==> src/rtl/hash_request_frontend.sv <==
// Request front end for the cuckoo hash_table: buffers client requests, issues them one at a time,
// waits the table latency and returns a held response. `define HASH_FRONTEND_STATS_EN adds counters.
module hash_request_frontend #(
  parameter int KEY_WIDTH     = 2,
  parameter int DATA_WIDTH    = 8,
  parameter int FIFO_DEPTH    = 4,
  parameter int TABLE_LATENCY = 2
) (
  input  logic                  clk,
  input  logic                  reset,
  input  logic                  req_valid_i,
  output logic                  req_ready_o,
  input  logic [1:0]            req_op_i,
  input  logic [KEY_WIDTH-1:0]  req_key_i,
  input  logic [DATA_WIDTH-1:0] req_data_i,
  output logic                  resp_valid_o,
  input  logic                  resp_ready_i,
  output logic [1:0]            resp_op_o,
  output logic [DATA_WIDTH-1:0] resp_data_o,
  output logic [2:0]            resp_status_o,
  output logic [KEY_WIDTH-1:0]  key_o,
  output logic [DATA_WIDTH-1:0] data_o,
  output logic [1:0]            delete_write_read_o,
  input  logic [DATA_WIDTH-1:0] read_data_i,
  input  logic                  no_deletion_target_i,
  input  logic                  no_write_space_i,
  input  logic                  no_element_found_i,
  output logic [1:0]            dbg_state_o
`ifdef HASH_FRONTEND_STATS_EN
  ,
  output logic [15:0]           stat_ops_o,
  output logic [15:0]           stat_fail_o,
  output logic [15:0]           stat_drop_o
`endif
);

  // Handshake: a transfer happens on a rising edge where valid and ready are both high;
  // valid stays asserted with stable payload until that edge, ready may change freely.

  localparam int AW = $clog2(FIFO_DEPTH);
  localparam int PW = AW + 1;
  localparam int CW = (TABLE_LATENCY > 1) ? $clog2(TABLE_LATENCY) : 1;

  typedef enum logic [1:0] {S_IDLE, S_ISSUE, S_WAIT, S_RESP} state_t;

  state_t state, state_nx;

  logic [1:0]            fifo_op   [FIFO_DEPTH];
  logic [KEY_WIDTH-1:0]  fifo_key  [FIFO_DEPTH];
  logic [DATA_WIDTH-1:0] fifo_data [FIFO_DEPTH];
  logic [PW-1:0]         wr_ptr, rd_ptr;
  logic                  fifo_full, fifo_empty, push, pop;

  logic [1:0]            op_q;
  logic [KEY_WIDTH-1:0]  key_q;
  logic [DATA_WIDTH-1:0] data_q;
  logic [CW-1:0]         wait_cnt;
  logic                  capture, resp_fire;
  logic [2:0]            status_nx;

  assign fifo_empty  = (wr_ptr == rd_ptr);
  assign fifo_full   = (wr_ptr[AW] != rd_ptr[AW]) && (wr_ptr[AW-1:0] == rd_ptr[AW-1:0]);
  assign req_ready_o = !fifo_full;
  assign push        = req_valid_i && req_ready_o && (req_op_i != 2'b00);
  assign pop         = !fifo_empty &&
                       ((state == S_IDLE) || ((state == S_RESP) && resp_ready_i));
  assign capture     = (state == S_WAIT) && (wait_cnt == '0);
  assign resp_fire   = (state == S_RESP) && resp_ready_i;

  always_ff @(posedge clk) begin
    if (push) begin
      fifo_op[wr_ptr[AW-1:0]]   <= req_op_i;
      fifo_key[wr_ptr[AW-1:0]]  <= req_key_i;
      fifo_data[wr_ptr[AW-1:0]] <= req_data_i;
    end
  end

  always_ff @(posedge clk) begin
    if (reset) begin
      wr_ptr <= '0;
      rd_ptr <= '0;
    end else begin
      if (push) wr_ptr <= wr_ptr + 1'b1;
      if (pop)  rd_ptr <= rd_ptr + 1'b1;
    end
  end

  // FSM: state register
  always_ff @(posedge clk) begin
    if (reset) state <= S_IDLE;
    else       state <= state_nx;
  end

  // FSM: next state
  always_comb begin
    state_nx = state;
    case (state)
      S_IDLE:  if (!fifo_empty) state_nx = S_ISSUE;
      S_ISSUE: state_nx = S_WAIT;
      S_WAIT:  if (wait_cnt == '0) state_nx = S_RESP;
      S_RESP:  if (resp_ready_i) state_nx = fifo_empty ? S_IDLE : S_ISSUE;
      default: state_nx = S_IDLE;
    endcase
  end

  // FSM: outputs; the table sees a non-zero opcode only during ISSUE
  always_comb begin
    delete_write_read_o = (state == S_ISSUE) ? op_q : 2'b00;
    resp_valid_o        = (state == S_RESP);
    dbg_state_o         = state;
  end

  assign key_o  = key_q;
  assign data_o = data_q;

  // Only the flag meaningful for the completed op is reported.
  always_comb begin
    status_nx = 3'b000;
    case (op_q)
      2'b01:   status_nx = {1'b0, no_write_space_i, 1'b0};
      2'b10:   status_nx = {2'b00, no_element_found_i};
      2'b11:   status_nx = {no_deletion_target_i, 2'b00};
      default: status_nx = 3'b000;
    endcase
  end

  always_ff @(posedge clk) begin
    if (reset) begin
      op_q          <= 2'b00;
      key_q         <= '0;
      data_q        <= '0;
      wait_cnt      <= '0;
      resp_op_o     <= 2'b00;
      resp_data_o   <= '0;
      resp_status_o <= 3'b000;
    end else begin
      if (pop) begin
        op_q   <= fifo_op[rd_ptr[AW-1:0]];
        key_q  <= fifo_key[rd_ptr[AW-1:0]];
        data_q <= fifo_data[rd_ptr[AW-1:0]];
      end
      if (state == S_ISSUE)
        wait_cnt <= CW'(TABLE_LATENCY - 1);
      else if ((state == S_WAIT) && (wait_cnt != '0))
        wait_cnt <= wait_cnt - 1'b1;
      if (capture) begin
        resp_op_o     <= op_q;
        resp_data_o   <= (op_q == 2'b10) ? read_data_i : '0;
        resp_status_o <= status_nx;
      end
    end
  end

`ifdef HASH_FRONTEND_STATS_EN
  logic drop;
  assign drop = req_valid_i && req_ready_o && (req_op_i == 2'b00);

  always_ff @(posedge clk) begin
    if (reset) begin
      stat_ops_o  <= '0;
      stat_fail_o <= '0;
      stat_drop_o <= '0;
    end else begin
      if (resp_fire && (stat_ops_o != 16'hFFFF))
        stat_ops_o <= stat_ops_o + 16'd1;
      if (resp_fire && (resp_status_o != 3'b000) && (stat_fail_o != 16'hFFFF))
        stat_fail_o <= stat_fail_o + 16'd1;
      if (drop && (stat_drop_o != 16'hFFFF))
        stat_drop_o <= stat_drop_o + 16'd1;
    end
  end
`endif

endmodule
==> config.mk <==
export PLATFORM = sky130hd
export DESIGN_NAME = hash_request_frontend
export DESIGN_NICKNAME = d
export VERILOG_FILES = /design/src/rtl/hash_request_frontend.sv
export SDC_FILE = /design/constraint.sdc
export NUM_CORES = 1
export LEC_CHECK = 0
export CAP_MARGIN = 10
export CORE_MARGIN = 10
export CORE_UTILIZATION = 43
export DETAILED_ROUTE_END_ITERATION = 10
export GPL_ROUTABILITY_DRIVEN = 1
export PLACE_DENSITY = 0.76
export RECOVER_POWER = 100
export REMOVE_ABC_BUFFERS = 1
export SYNTH_ARGS = -nofsm -noshare
export SYNTH_HDL_FRONTEND = slang
export SYNTH_SLANG_ARGS = --single-unit
==> constraint.sdc <==
create_clock -name clk -period 3.75 [get_ports clk]
set_clock_uncertainty 0.15 [all_clocks]
set_input_delay 0.75 -clock clk [delete_from_list [all_inputs] [get_ports clk]]
set_output_delay 0.75 -clock clk [all_outputs]
set_load 0.02 [all_outputs]
==> results.md, run 1 <==
* Clock sink count at around 80
* Post-CTS sizing at 0
* Die ar. at approximately 12000 um^2
* Largest net degree at the start of global routing at 25
* Post-Synth XOR/XNOR Area at 0.0226
* CTS tree: done
* End of the worst hold path: data_o[6]
* Data arrival, critical path at 3150 ps
* Mux cell area share after synthesis at 0.0939
* Fin crit share at 0.826
* Worst R2R Path Depth at 7
* Die X-Extent at roughly 110 um
* FF+latch count, synth at just over 80
* Clock latency on the worst-skew pair at between 300 and 400 ps
* Crit Reg-Reg Startpoint: dbg_state_o[0]
* Clk buf depth at 2
* Diode count at 0
* CP startpoint kind: primary input
* WL per Instance at roughly 16 um
* Core ar. at 7690 um^2
* Area taken by multi-input logic gates at roughly 1100 um^2
* Nets at ~330
* Initial antenna violation count at 0
* CTS root buf: clkbuf_8
* RSZ-0062 raised after global routing: false
* Setup_tns at 0 ps
* Hold Path Depth at 2
* Hold WS at roughly 310 ps
* FP Rows at 32
* H-tree Lvls at 3
* Synth Warn # at 0
* Hold Crit Class: reg2reg
* First-pass GRT wire length at 10500 um
* Post-Syn Area per Cell at approximately 14 um^2
* Clock-pin slew on the worst setup and hold paths at ~80 ps
* CTS Buf Count at 9
* Clock power frac at 0.276
* Mapped Area at between 3000 and 4000 um^2
* Flop pwr share at 0.442
* CP required at 3800 ps
* Max VDD drop at roughly 0.00033 V
* Remaining antenna violation count at 0
* Number of flops mapped to enable cells by yosys at 48
* Synth Area in Simple Gates at 0.0732
* DR DRC count at 0
* Die extent in y at 109 um
* Ports at 56
* Grt ovf at 0
* Final setup vio count at 0
* Register area share after synthesis at 0.627
* Total Wirelength at between 6000 and 7000 um
* TritonRoute pass-1 iters at 4
* Largest family of logic cells by synthesized area: compound AO/OA/AOI/OAI gates
* Netlist cell types at 39
* Post-layout min period at 3100 ps
* Buffers added on ports at 55
* Critical Path Sink Type: register
* Worst-Margin Slew at 1270 ps
* Total track usage at 0.114
* Initial Util at 0.440
* MaxCap Viol Count at 0
* Pwr Total at 2.54 mW
* Worst R2R End: rd_ptr[1]
* Internal power at 1.75 mW
* CP Max Fanout at 14
* Layout fillers at 660
* Share of cells above drive strength 1 at 0.137
* Slew margin rel. at 0.148
* Vias per cell at 5.09
* Hold Fails Final Rpt at 0
* Complex-gate fraction of the synthesized area at 0.116
* Hold Buf Count CTS at 0
* Hold wc startpoint: data_o[6]
* Reg area at ~2100 um^2
* Vias in the first global route at 2054
* Max Fclk at around 320 MHz
* Post-synthesis instance total at about 240
* Adder-cell area share of the yosys netlist at 0.0370
* FF-to-FF setup slack at ~940 ps
* Post-DP HPWL at ~4700 um
* Ys flop type: edfxtp_1
* Synth-to-layout area growth at 23.3%
* Asr flop ratio synth at 0
* GPL Wtd Cong at ~0.77
* Setup bufs post-CTS at 0
* Leakage power total at roughly 1.5 nW
* Pwr dens at between 600 and 700 nW/um^2
* DR iter-0 viols at 48
* DR vias at roughly 2000
* Part of the power in combinational logic at 0.281
* Switch share at 0.309
* Max-slew violation count at 0
* Critical path class: in2reg
* Status: finished, final reports clean
* NetSw at between 0.7 and 0.8 mW
[routing by layer]
metal,global-route usage,vias to the layer above,share of wire
met5,0,-,0
met4,0.0452,0,0.013
met3,0.0395,8,0.063
met2,0.182,49,0.48
met1,0.139,996,0.45
li1,-,995,-
[power groups by stage]
stage                     registers, mW  logic, mW  clock network, mW
after floorplan                    1.22      0.412                  0
after global placement             1.14      0.781                  0
after detailed placement           1.14      0.794                  0
after CTS                          1.13      0.797              0.719
after global routing               1.13      0.785              0.758
final                              1.12      0.714              0.700
[cells in the final DEF (no fill, tap or decap), types with 2 or more instances in the layout]
cell | synthesis | layout
dlygate4sd3_1 | 0 | 42
clkdlybuf4s50_1 | 0 | 13
o21ai_1 | 5 | 5
a22oi_1 | 9 | 9
o21ai_2 | 9 | 9
edfxtp_1 | 48 | 48
dfxtp_1 | 34 | 34
xnor2_1 | 4 | 5
and2_1 | 6 | 2
nand3_1 | 2 | 2
a21oi_2 | 9 | 2
and2_0 | 0 | 4
a31oi_1 | 0 | 2
clkbuf_2 | 0 | 2
buf_4 | 0 | 2
clkbuf_16 | 0 | 2
clkbuf_1 | 6 | 3
mux4_1 | 2 | 2
o21ai_0 | 2 | 2
inv_1 | 8 | 8
a21oi_1 | 9 | 16
clkbuf_8 | 0 | 9
nand2_1 | 15 | 15
nor2_1 | 21 | 21
mux4_2 | 10 | 10
mux2i_1 | 4 | 4
ha_1 | 10 | 10
[worst max path at each step]
stage / start / endpoint
after floorplan: dbg_state_o[0] / rd_ptr[1]
after global placement: req_op_i[1] / fifo_data[0][6]
after detailed placement: req_op_i[1] / fifo_data[0][6]
after CTS: rd_ptr[1] / req_ready_o
after global routing: resp_ready_i / rd_ptr[1]
final: resp_ready_i / rd_ptr[1]
[kinds of logic after synthesis]
kind of cell	count (synthesis)
mux	16
xor+xnor	7
simple gates	52
compound gates	50
fa+ha+maj	10
flops	82
buf+inv	20
[layout make-up]
| cell class | instances | area share |
|---|---|---|
| Clock buffer | 14 | 0.0450 |
| Clock inverter | 2 | 0.00929 |
| Inverter | 8 | 0.00719 |
| Multi-Input combinational cell | 135 | 0.262 |
| Sequential cell | 82 | 0.508 |
| Tap cell | 102 | 0.0306 |
| Timing Repair Buffer | 59 | 0.137 |
[flip-flops by register name, indices dropped and copies added, names as in the netlist]
register and count:
data_o 8, dbg_state_o 2, fifo_data 32, fifo_key 8, fifo_op 8, key_o 2
op_q 2, rd_ptr 3, resp_data_o 8, resp_op_o 2, resp_status_o 3, wait_cnt 1
wr_ptr 3
[worst max-delay path, stage by stage]
cell and delay [ps]:
dlygate4sd3_1 560, a21oi_1 70, clkbuf_1 370, a31oi_1 1060
mux2i_1 280, nor2_1 50
[through the flow]
step	cells	util	worst slack [ps]	area (um^2)
6_report	402	0.543	651	4170
5_1_grt	402	0.543	447	4170
4_1_cts	402	0.552	828	4250
3_5_place_dp	386	0.523	841	4020
3_3_place_gp	386	0.523	925	4020
2_1_floorplan	225	-	1320	3310
[cell usage after synthesis, types with 2 or more instances]
cell type,n,area share
xnor2_1,4,0.010
ha_1,10,0.037
nand2_1,15,0.017
mux2i_1,4,0.012
a22oi_1,9,0.020
o21ai_0,2,0.0030
nand3_1,2,0.0030
dfxtp_1,34,0.20
clkbuf_1,6,0.0067
a31oi_4,2,0.013
a21oi_1,9,0.013
mux4_2,10,0.067
and2_1,6,0.011
nor2_1,21,0.023
a21oi_2,9,0.023
mux4_1,2,0.016
xnor2_2,2,0.0096
o21ai_1,5,0.0074
o21ai_2,9,0.023
buf_2,2,0.0030
edfxtp_1,48,0.43
inv_1,8,0.0089
buf_6,2,0.0067
(Power assumes the default switching activity.)
==> run 2, diff against run 1 <==
==> constraint.sdc (replaced) <==
create_clock -name clk -period 3.2 [get_ports clk]
set_clock_uncertainty 0.15 [all_clocks]
set_input_delay 0.64 -clock clk [delete_from_list [all_inputs] [get_ports clk]]
set_output_delay 0.64 -clock clk [all_outputs]
set_load 0.02 [all_outputs]
==> run 2 against run 1 <==
  * Critical path depth fell by 1
  * Highest routed layer unchanged
  * Critical path type unchanged
  * Via count shrank 0.54%
  * Utilization down 0.41 points
  * Critical endpoint is now fifo_key[2][0]
  * Final cell count grew 0.50%
  * Combinational power grew 17%
==> results.md, run 2 (same netlist as run 1, synthesis figures left out) <==
* Hold WS at 318 ps (+7.39 ps)
* Critical path class: in2reg
* Max Fclk at about 350 MHz
* Hold Crit Class: reg2reg
* H-tree Lvls at 3 (unchanged)
* TritonRoute pass-1 iters at 4 (unchanged)
* MaxCap Viol Count at 0 (unchanged)
* Vias in the first global route at 2136 (+4.0%)
* Most common cell after layout, fill and taps aside: edfxtp_1
* Max reg flops at 32 (unchanged)
* Data arrival, critical path at 2680 ps (-470 ps)
* Status: finished, final reports clean
* Post-CTS sizing at 0 (unchanged)
* Post-route setup slack at 347 ps (-304 ps)
* Share of cells above drive strength 1 at 0.146 (+0.00903)
* Final setup vio count at 0 (unchanged)
* FF-to-FF setup slack at 520 ps (-420 ps)
* Met3 GRT Util at 0.0354 (-0.00413)
* Die ar. at 11800 um^2 (unchanged)
* Synth-to-layout area growth at 22.4%
* Grt ovf at 0 (unchanged)
* Setup_tns at 0 ps (unchanged)
* Pwr Total at 2.80 mW (+10%)
* Clock sink count at 82 (unchanged)
* DR vias at 2037 (-0.54%)
* Initial antenna violation count at 0 (unchanged)
* Clk buf depth at 2 (unchanged)
* Core Util, Final at 0.539 (-0.00407)
* Critical Path Sink Type: register
* CP Max Fanout at 12 (-2)
* Worst R2R End: fifo_key[2][0]
* Layout fillers at 676 (+2.4%)
* Core ar. at 7690 um^2 (unchanged)
* CP Launch Point: req_op_i[1]
* Hold Path Depth at 2 (unchanged)
* Nets at 334 (+0.60%)
* Largest net degree at the start of global routing at 26 (+4.0%)
* Crit path max-delay cell type: dlygate4sd3_1
* Max-slew violation count at 0 (unchanged)
* Total track usage at 0.118 (+0.00369)
* WL per Instance at 16.6 um (+2.3%)
* CP required at 3030 ps (-770 ps)
* Hold Buf Count CTS at 0 (unchanged)
* Pre-CTS WS at 455 ps (-386 ps)
* First-pass GRT wire length at 10800 um (+2.4%)
* Buf/Inv on CP at 2 (unchanged)
* Part of the power in combinational logic at 0.299 (+0.018)
* Fin crit share at 0.891
* Hold Fails Final Rpt at 0 (unchanged)
* Pwr dens at 675 nW/um^2 (+11%)
* CTS Buf Count at 9 (unchanged)
* Worst R2R Path Depth at 4 (-3)
* Remaining antenna violation count at 0 (unchanged)
* GPL Wtd Cong at 0.778 (+0.54%)
* Vias per cell at 5.04 (-1.0%)
* Post-layout min period at approximately 2900 ps
* Crit Reg-Reg Startpoint: wr_ptr[0]
* Max VDD drop at 0.000395 V (+20%)
* Ports at 56 (unchanged)
* Met1 Use GR at 0.136 (-0.00301)
* CTS root buf: clkbuf_8
* Buffers added on ports at 55 (unchanged)
* Most frequent cells in the layout: edfxtp_1 (48), dlygate4sd3_1 (41), dfxtp_1 (34)
* Flop pwr share at 0.472 (+0.030)
* CP startpoint kind: primary input
* Switch share at 0.331 (+0.0216)
* Levels on crit path at 5 (-1)
* GR Layer Usage met2 at 0.196 (+0.0134)
* RSZ-0062 raised after global routing: false
* Clock latency on the worst-skew pair at 350 ps (about the same)
* Internal power at 1.87 mW (+6.9%)
* Post-DP HPWL at 4860 um (+4.5%)
* CP delay by family, top: buffers and inverters
* DR DRC count at 0 (unchanged)
* Diode count at 0 (unchanged)
* CP endpoint: fifo_key[2][0]
* Worst-path cell chain: dlygate4sd3_1, o21ai_0, a31oi_1, and2_0, clkbuf_1
* Busiest grt layer: met2
* CTS tree: done
* NetSw at 0.926 mW (+18%)
* Setup bufs post-CTS at 0 (unchanged)
* Slowest Stage Delay on Critical Path at 590 ps (-470 ps)
* DR iter-0 viols at 86 (+79%)
* Clock power frac at 0.229 (-0.047)
* Total Wirelength at 6700 um (+2.8%)
* FP Rows at 32 (unchanged)
* Slew margin rel. at 0.248 (+0.101)
* Initial Util at 0.440 (unchanged)
* Die X-Extent at 109 um (unchanged)
* Die extent in y at 109 um (unchanged)
* Worst-Margin Slew at 1130 ps (-145 ps)
* Leakage power total at 1.46 nW (-2.0%)
* Clock-pin slew on the worst setup and hold paths at 80 ps (about the same)
-- run 2: changes by cell type in the layout (fill, tap and decap cells not counted), sizes merged --
cell and change:
clkbuf -3, clkinv +4, dlygate4sd3 -1, clkinvlp +2, bufinv -1, clkdlybuf4s50 +1
-- run 2: layer usage --
metal | share of wire | vias up
met4 | 0.022 | 0
met1 | 0.43 | 978
met2 | 0.49 | 50
met3 | 0.059 | 13
li1 | - | 996
met5 | 0 | -
-- run 2: per-stage QoR --
| stage | instances | cell area [um^2] |
|---|---|---|
| 2_1_floorplan | 225 | 3310 |
| 3_3_place_gp | 388 | 4030 |
| 3_5_place_dp | 388 | 4030 |
| 4_1_cts | 404 | 4200 |
| 5_1_grt | 404 | 4140 |
| 6_report | 404 | 4140 |
-- run 2: layout make-up --
type / count / area, um^2 / share of cell area
flip-flops and latches: 82 / 2120 / 0.512
multi-input cells: 135 / 1110 / 0.269
repair buffers: 61 / 581 / 0.140
well taps: 102 / 128 / 0.0308
clock buffers: 9 / 124 / 0.0299
clock inverters: 7 / 45.0 / 0.0109
inverters: 8 / 30.0 / 0.00725
-- run 2: power groups by stage --
stage | sequential, mW | combinational (mW) | clock (mW)
after floorplan | 1.44 | 0.483 | 0
after global placement | 1.35 | 0.905 | 0
after detailed placement | 1.35 | 0.919 | 0
after CTS | 1.33 | 0.924 | 0.662
after global routing | 1.33 | 0.919 | 0.708
final | 1.32 | 0.837 | 0.641
-- run 2: how the worst min path moves through the flow --
stage	startpoint	endpoint	slack, ps
floorplan	wait_cnt	wait_cnt	320
global placement	data_o[3]	data_o[3]	300
detailed placement	data_o[3]	data_o[3]	310
CTS	data_o[3]	data_o[3]	320
global route	data_o[3]	data_o[3]	330
finish	data_o[3]	data_o[3]	320
-- run 2: worst min-delay path: stages (launching register included) --
cell and delay [ps]:
dfxtp_1 320, o21ai_2 60, a21oi_2 50
==> run 3, diff against run 2 <==
==> constraint.sdc (replaced) <==
create_clock -name clk -period 3.2 [get_ports clk]
set_clock_uncertainty 0.15 [all_clocks]
set_input_delay 0.96 -clock clk [delete_from_list [all_inputs] [get_ports clk]]
set_output_delay 0.96 -clock clk [all_outputs]
set_load 0.02 [all_outputs]
==> run 3 against run 2 <==
  * Fmax down 5.6%
  * Flip-flop and latch count is the same
  * Critical path depth down 1
  * Worst setup slack got worse by 170 ps
  * Combinational power is 1% lower
  * Highest routed layer unchanged
  * Non-clock buffer count is 3 higher
  * Utilization rose by 0.33 points
  * Critical path type is now reg2out
  * Die area is the same
  * Cell area increased by 0.60%
  * Final cell count is 0.74% higher
  * First-iteration DRC count is 15% lower
  * Sequential power about the same
==> results.md, run 3 (same netlist as run 1, synthesis figures left out) <==
* Data arrival, critical path at 1910 ps (-770 ps)
* TritonRoute pass-1 iters at 4 (unchanged)
* Status: finished, final reports clean
* Share of cells above drive strength 1 at 0.144 (-0.00143)
* DP Area at 4060 um^2 (+0.56%)
* Final std cells w/o fill at 407 (+0.74%)
* Post-CTS sizing at 0 (unchanged)
* Worst-path cell chain: inv_1, ha_1, and2_1, dlygate4sd3_1
* Most common cell after layout, fill and taps aside: edfxtp_1
* Synth-to-layout area growth at 23.1%
* Max Fclk at 331 MHz (-5.6%)
* CTS Buf Count at 9 (unchanged)
* Diode count at 0 (unchanged)
* Vias in the first global route at 2116 (-0.94%)
* Post-layout min period at 3020 ps (+168 ps)
* Die extent in y at 109 um (unchanged)
* Largest net degree at the start of global routing at 21 (-19%)
* Clock sink count at 82 (unchanged)
* Clock power frac at 0.258 (+0.029)
* Die X-Extent at 109 um (unchanged)
* Vias per cell at 5.03 (-0.15%)
* FP Rows at 32 (unchanged)
* Max VDD drop at 0.000386 V (-2.3%)
* Most frequent cells in the layout: edfxtp_1 (48), dlygate4sd3_1 (41), dfxtp_1 (34)
* Nets at 337 (+0.90%)
* Max reg flops at 32 (unchanged)
* Pwr dens at 693 nW/um^2 (+2.7%)
* Critical Path Sink Type: output port
* Leakage power total at 1.49 nW (+2.1%)
* Hold Buf Count CTS at 0 (unchanged)
* Buffers added on ports at 55 (unchanged)
* H-tree Lvls at 3 (unchanged)
* Total track usage at 0.120 (+0.00245)
* Grt ovf at 0 (unchanged)
* Setup bufs post-CTS at 0 (unchanged)
* CTS root buf: clkbuf_8
* Flop pwr share at 0.456 (-0.016)
* Post-DP HPWL at 4840 um (-0.43%)
* NetSw at 0.937 mW (+1.2%)
* Internal power at 1.95 mW (+4.3%)
* Worst-Margin Slew at 1250 ps (+126 ps)
* Max-slew violation count at 0 (unchanged)
* DR DRC count at 0 (unchanged)
* Initial Util at 0.440 (unchanged)
* Hold Crit Class: reg2reg
* CP Max Fanout at 5 (-7)
* Slew margin rel. at 0.161 (-0.0878)
* Final setup vio count at 0 (unchanged)
* WL per Instance at 16.9 um (+1.9%)
* Slowest Stage Delay on Critical Path at 640 ps (+50 ps)
* GPL Wtd Cong at 0.732 (-5.9%)
* Hold Fails Final Rpt at 0 (unchanged)
* Critical path class: reg2out
* Core ar. at 7690 um^2 (unchanged)
* CP startpoint kind: register
* DR iter-0 viols at 73 (-15%)
* CP required at 2090 ps (-940 ps)
* Setup_tns at 0 ps (unchanged)
* Clock latency on the worst-skew pair at 340 ps (about the same)
* Hold Path Depth at 2 (unchanged)
* Pwr Total at 2.89 mW (+3.3%)
* Cell count after placement at 391 (+0.77%)
* DR vias at 2049 (+0.59%)
* RSZ-0062 raised after global routing: false
* Ports at 56 (unchanged)
* MaxCap Viol Count at 0 (unchanged)
* Fin crit share at 0.944 (+0.0524)
* Layout fillers at 669 (-1.0%)
* First-pass GRT wire length at 11100 um (+3.4%)
* Switch share at 0.324 (-0.00665)
* Remaining antenna violation count at 0 (unchanged)
* Clk buf depth at 2 (unchanged)
* Total Wirelength at 6880 um (+2.7%)
* CTS tree: done
* Crit path max-delay cell type: dlygate4sd3_1
* Die ar. at 11800 um^2 (unchanged)
* Finished Cell Area at 4170 um^2 (+0.60%)
* Part of the power in combinational logic at 0.286 (-0.013)
* Clock-pin slew on the worst setup and hold paths at 80 ps (about the same)
* Hold WS at 314 ps (-3.62 ps)
* Initial antenna violation count at 0 (unchanged)
* Worst R2R Path Depth at 6 (+2)
[run 3: changes by cell type in the layout (fill, tap and decap cells not counted), moves of 2 or more]
| cell | change |
|---|---|
| a21oi_2 | -3 |
| clkinv_2 | -3 |
| a21oi_1 | +3 |
| clkinv_4 | +3 |
| clkbuf_1 | -2 |
| clkbuf_2 | +4 |
[run 3: critical path: cells and delay by family, from the launching register on]
family	cells	cell delay (ps)
adders and majority gates	1	230
DFF	1	420
buffers and inverters	2	760
and+or+nand+nor	1	160
[run 3: layout make-up]
| cell class | count | area (um^2) | area share |
|---|---|---|---|
| clock inverter | 7 | 77.6 | 0.0186 |
| timing repair buffer | 64 | 601 | 0.144 |
| multi-input combinational | 135 | 1090 | 0.261 |
| inverter | 8 | 30.0 | 0.00721 |
| clock buffer | 9 | 124 | 0.0297 |
| tap | 102 | 128 | 0.0306 |
| sequential | 82 | 2120 | 0.509 |
[run 3: final timing paths]
check                                     from                      to  slack (ps)
worst max-delay path            dbg_state_o[1]  delete_write_read_o[1]         180
worst min-delay path                 data_o[3]               data_o[3]         310
worst max register to register  dbg_state_o[0]          resp_data_o[0]         700
worst min register to register       data_o[3]               data_o[3]         310
[run 3: power by group through the flow]
stage / Clock, mW / Combinational (mW) / Sequential [mW]
CTS: 0.767 / 0.936 / 1.33
global placement: 0 / 0.907 / 1.35
finish: 0.746 / 0.828 / 1.32
detailed placement: 0 / 0.929 / 1.35
floorplan: 0 / 0.483 / 1.44
global route: 0.815 / 0.907 / 1.33
[run 3: metrics by stage]
| step | util | worst slack (ps) |
|---|---|---|
| 3_5_place_dp | 0.528 | 349 |
| 5_1_grt | 0.542 | 82.4 |
| 2_1_floorplan | - | 628 |
| 4_1_cts | 0.554 | 188 |
| 6_report | 0.542 | 180 |
| 3_3_place_gp | 0.528 | 407 |
[run 3: metal layers]
layer  global-route usage  vias to the layer above  share of wire
met1                0.149                      988           0.45
met5                    0                        -              0
met2                0.194                       59           0.49
met3               0.0383                        2          0.058
met4               0.0424                        0         0.0036
li1                     -                     1000              -
==> RTL change (flow settings as in run 2) <==
The parameter `FIFO_DEPTH` goes from 4 to 8.
--- a/src/rtl/hash_request_frontend.sv
+++ b/src/rtl/hash_request_frontend.sv
@@ -4,5 +4,5 @@
   parameter int KEY_WIDTH     = 2,
   parameter int DATA_WIDTH    = 8,
-  parameter int FIFO_DEPTH    = 4,
+  parameter int FIFO_DEPTH    = 8,
   parameter int TABLE_LATENCY = 2
 ) (
Check against the original RTL: not equivalent (Yosys sat finds a counterexample within 10 cycles, from zero or initial values and one cycle with reset high).
==> RTL change against run 2 <==
Sequential cell count grew 50. Setup slack improved by 4.5 ps. Final area is 60% higher. Area after synthesis increased by 57%. Sequential power rose by 57%. Clock power grew to 3.2 times the old value. Total power increased by 88%. Routed wire length is 65% higher. Critical path type is now reg -> out.
==> RTL change: results <==
export IMPL_cts_root_buf="clkbuf_16"
export IMPL_status="complete, no violations"
export IMPL_ys_top_cells_by_count="96 x edfxtp_1, 38 x nor2_1, 36 x dfxtp_1"
export IMPL_power_frac_comb_pct=21.2
export IMPL_met3_usage_pct=4.92
export IMPL_buffers=71
export IMPL_post_place_ws_ps=372
export IMPL_clkTransAtPathRegs_ps=60
export IMPL_layout_nonclk_buf_share_pct=9.40
export IMPL_dpl_cell_count=543
export IMPL_synth_distinct_cells=43
export IMPL_viasPerCell=5.23
export IMPL_wl_per_cell_um=19.3
export IMPL_final_clk_cell_share_pct=9.63
export IMPL_synth_xor_area_share_pct=1.32
export IMPL_hp_start="resp_status_o[2]"
export IMPL_max_slew_margin_pct=19.4
export IMPL_worstReg2RegStart="rd_ptr[0]"
export IMPL_min_to="resp_status_o[2]"
export IMPL_grt_total_usage_pct=13.4
export IMPL_n_fill_cell=947
export IMPL_max_stage_delay_ps=670
export IMPL_p_seq_mw=2.07
export IMPL_worstSkewPairLatency_ps=410
export IMPL_grt_max_degree=24
export IMPL_cts_buffers=17
export IMPL_gp_congestion=0.750
export IMPL_yosys_register_bits=132
export IMPL_largest_reg_flops=64
export IMPL_first_iter_violations=177
export IMPL_grt_pass1_wl_um=17900
export IMPL_htree_levels=4
export IMPL_timing_rr_end="fifo_data[6][2]"
export IMPL_synthMuxAreaShare_pct=13.6
export IMPL_synth_compound_area_share_pct=6.81
export IMPL_wl_met3_um=650
export IMPL_grt_use_met1_pct=15.7
export IMPL_crit_arrival_ps=2060
export IMPL_syn_inst=323
export IMPL_grtUsageMet2_pct=21.7
export IMPL_sh_seq_area_pct=54.3
[RTL change: cell count changes after synthesis, moves of 4 or more]
cell / change
edfxtp_1: +48
nor2_1: +17
a211oi_2: +12
mux2i_1: +11
mux4_2: +11
a21oi_2: -9
o21ai_2: -9
nand2_1: -7
and2_1: -4
nand2b_1: +4
o21ai_1: -4
[RTL change: stage by stage]
| step | utilization (%) | hold WS [ps] | instance area, um^2 | setup TNS (ps) |
|---|---|---|---|---|
| 4_1_cts | 55.6 | 342 | 6710 | 0 |
| 5_1_grt | 55.0 | 365 | 6640 | 0 |
| 6_report | 55.0 | 334 | 6640 | 0 |
| 2_1_floorplan | - | 318 | 5190 | -2990 |
| 3_3_place_gp | 50.3 | 321 | 6070 | 0 |
| 3_5_place_dp | 50.3 | 328 | 6070 | 0 |
[RTL change: cell families (layout without fill, tap and decap cells)]
logic type      after synthesis  count (layout)
fa+ha+maj                     7               7
simple gates                 68              68
mux                          41              41
compound gates               42              42
xor+xnor                      8               8
flops                       132             132
buf+inv                      25             109
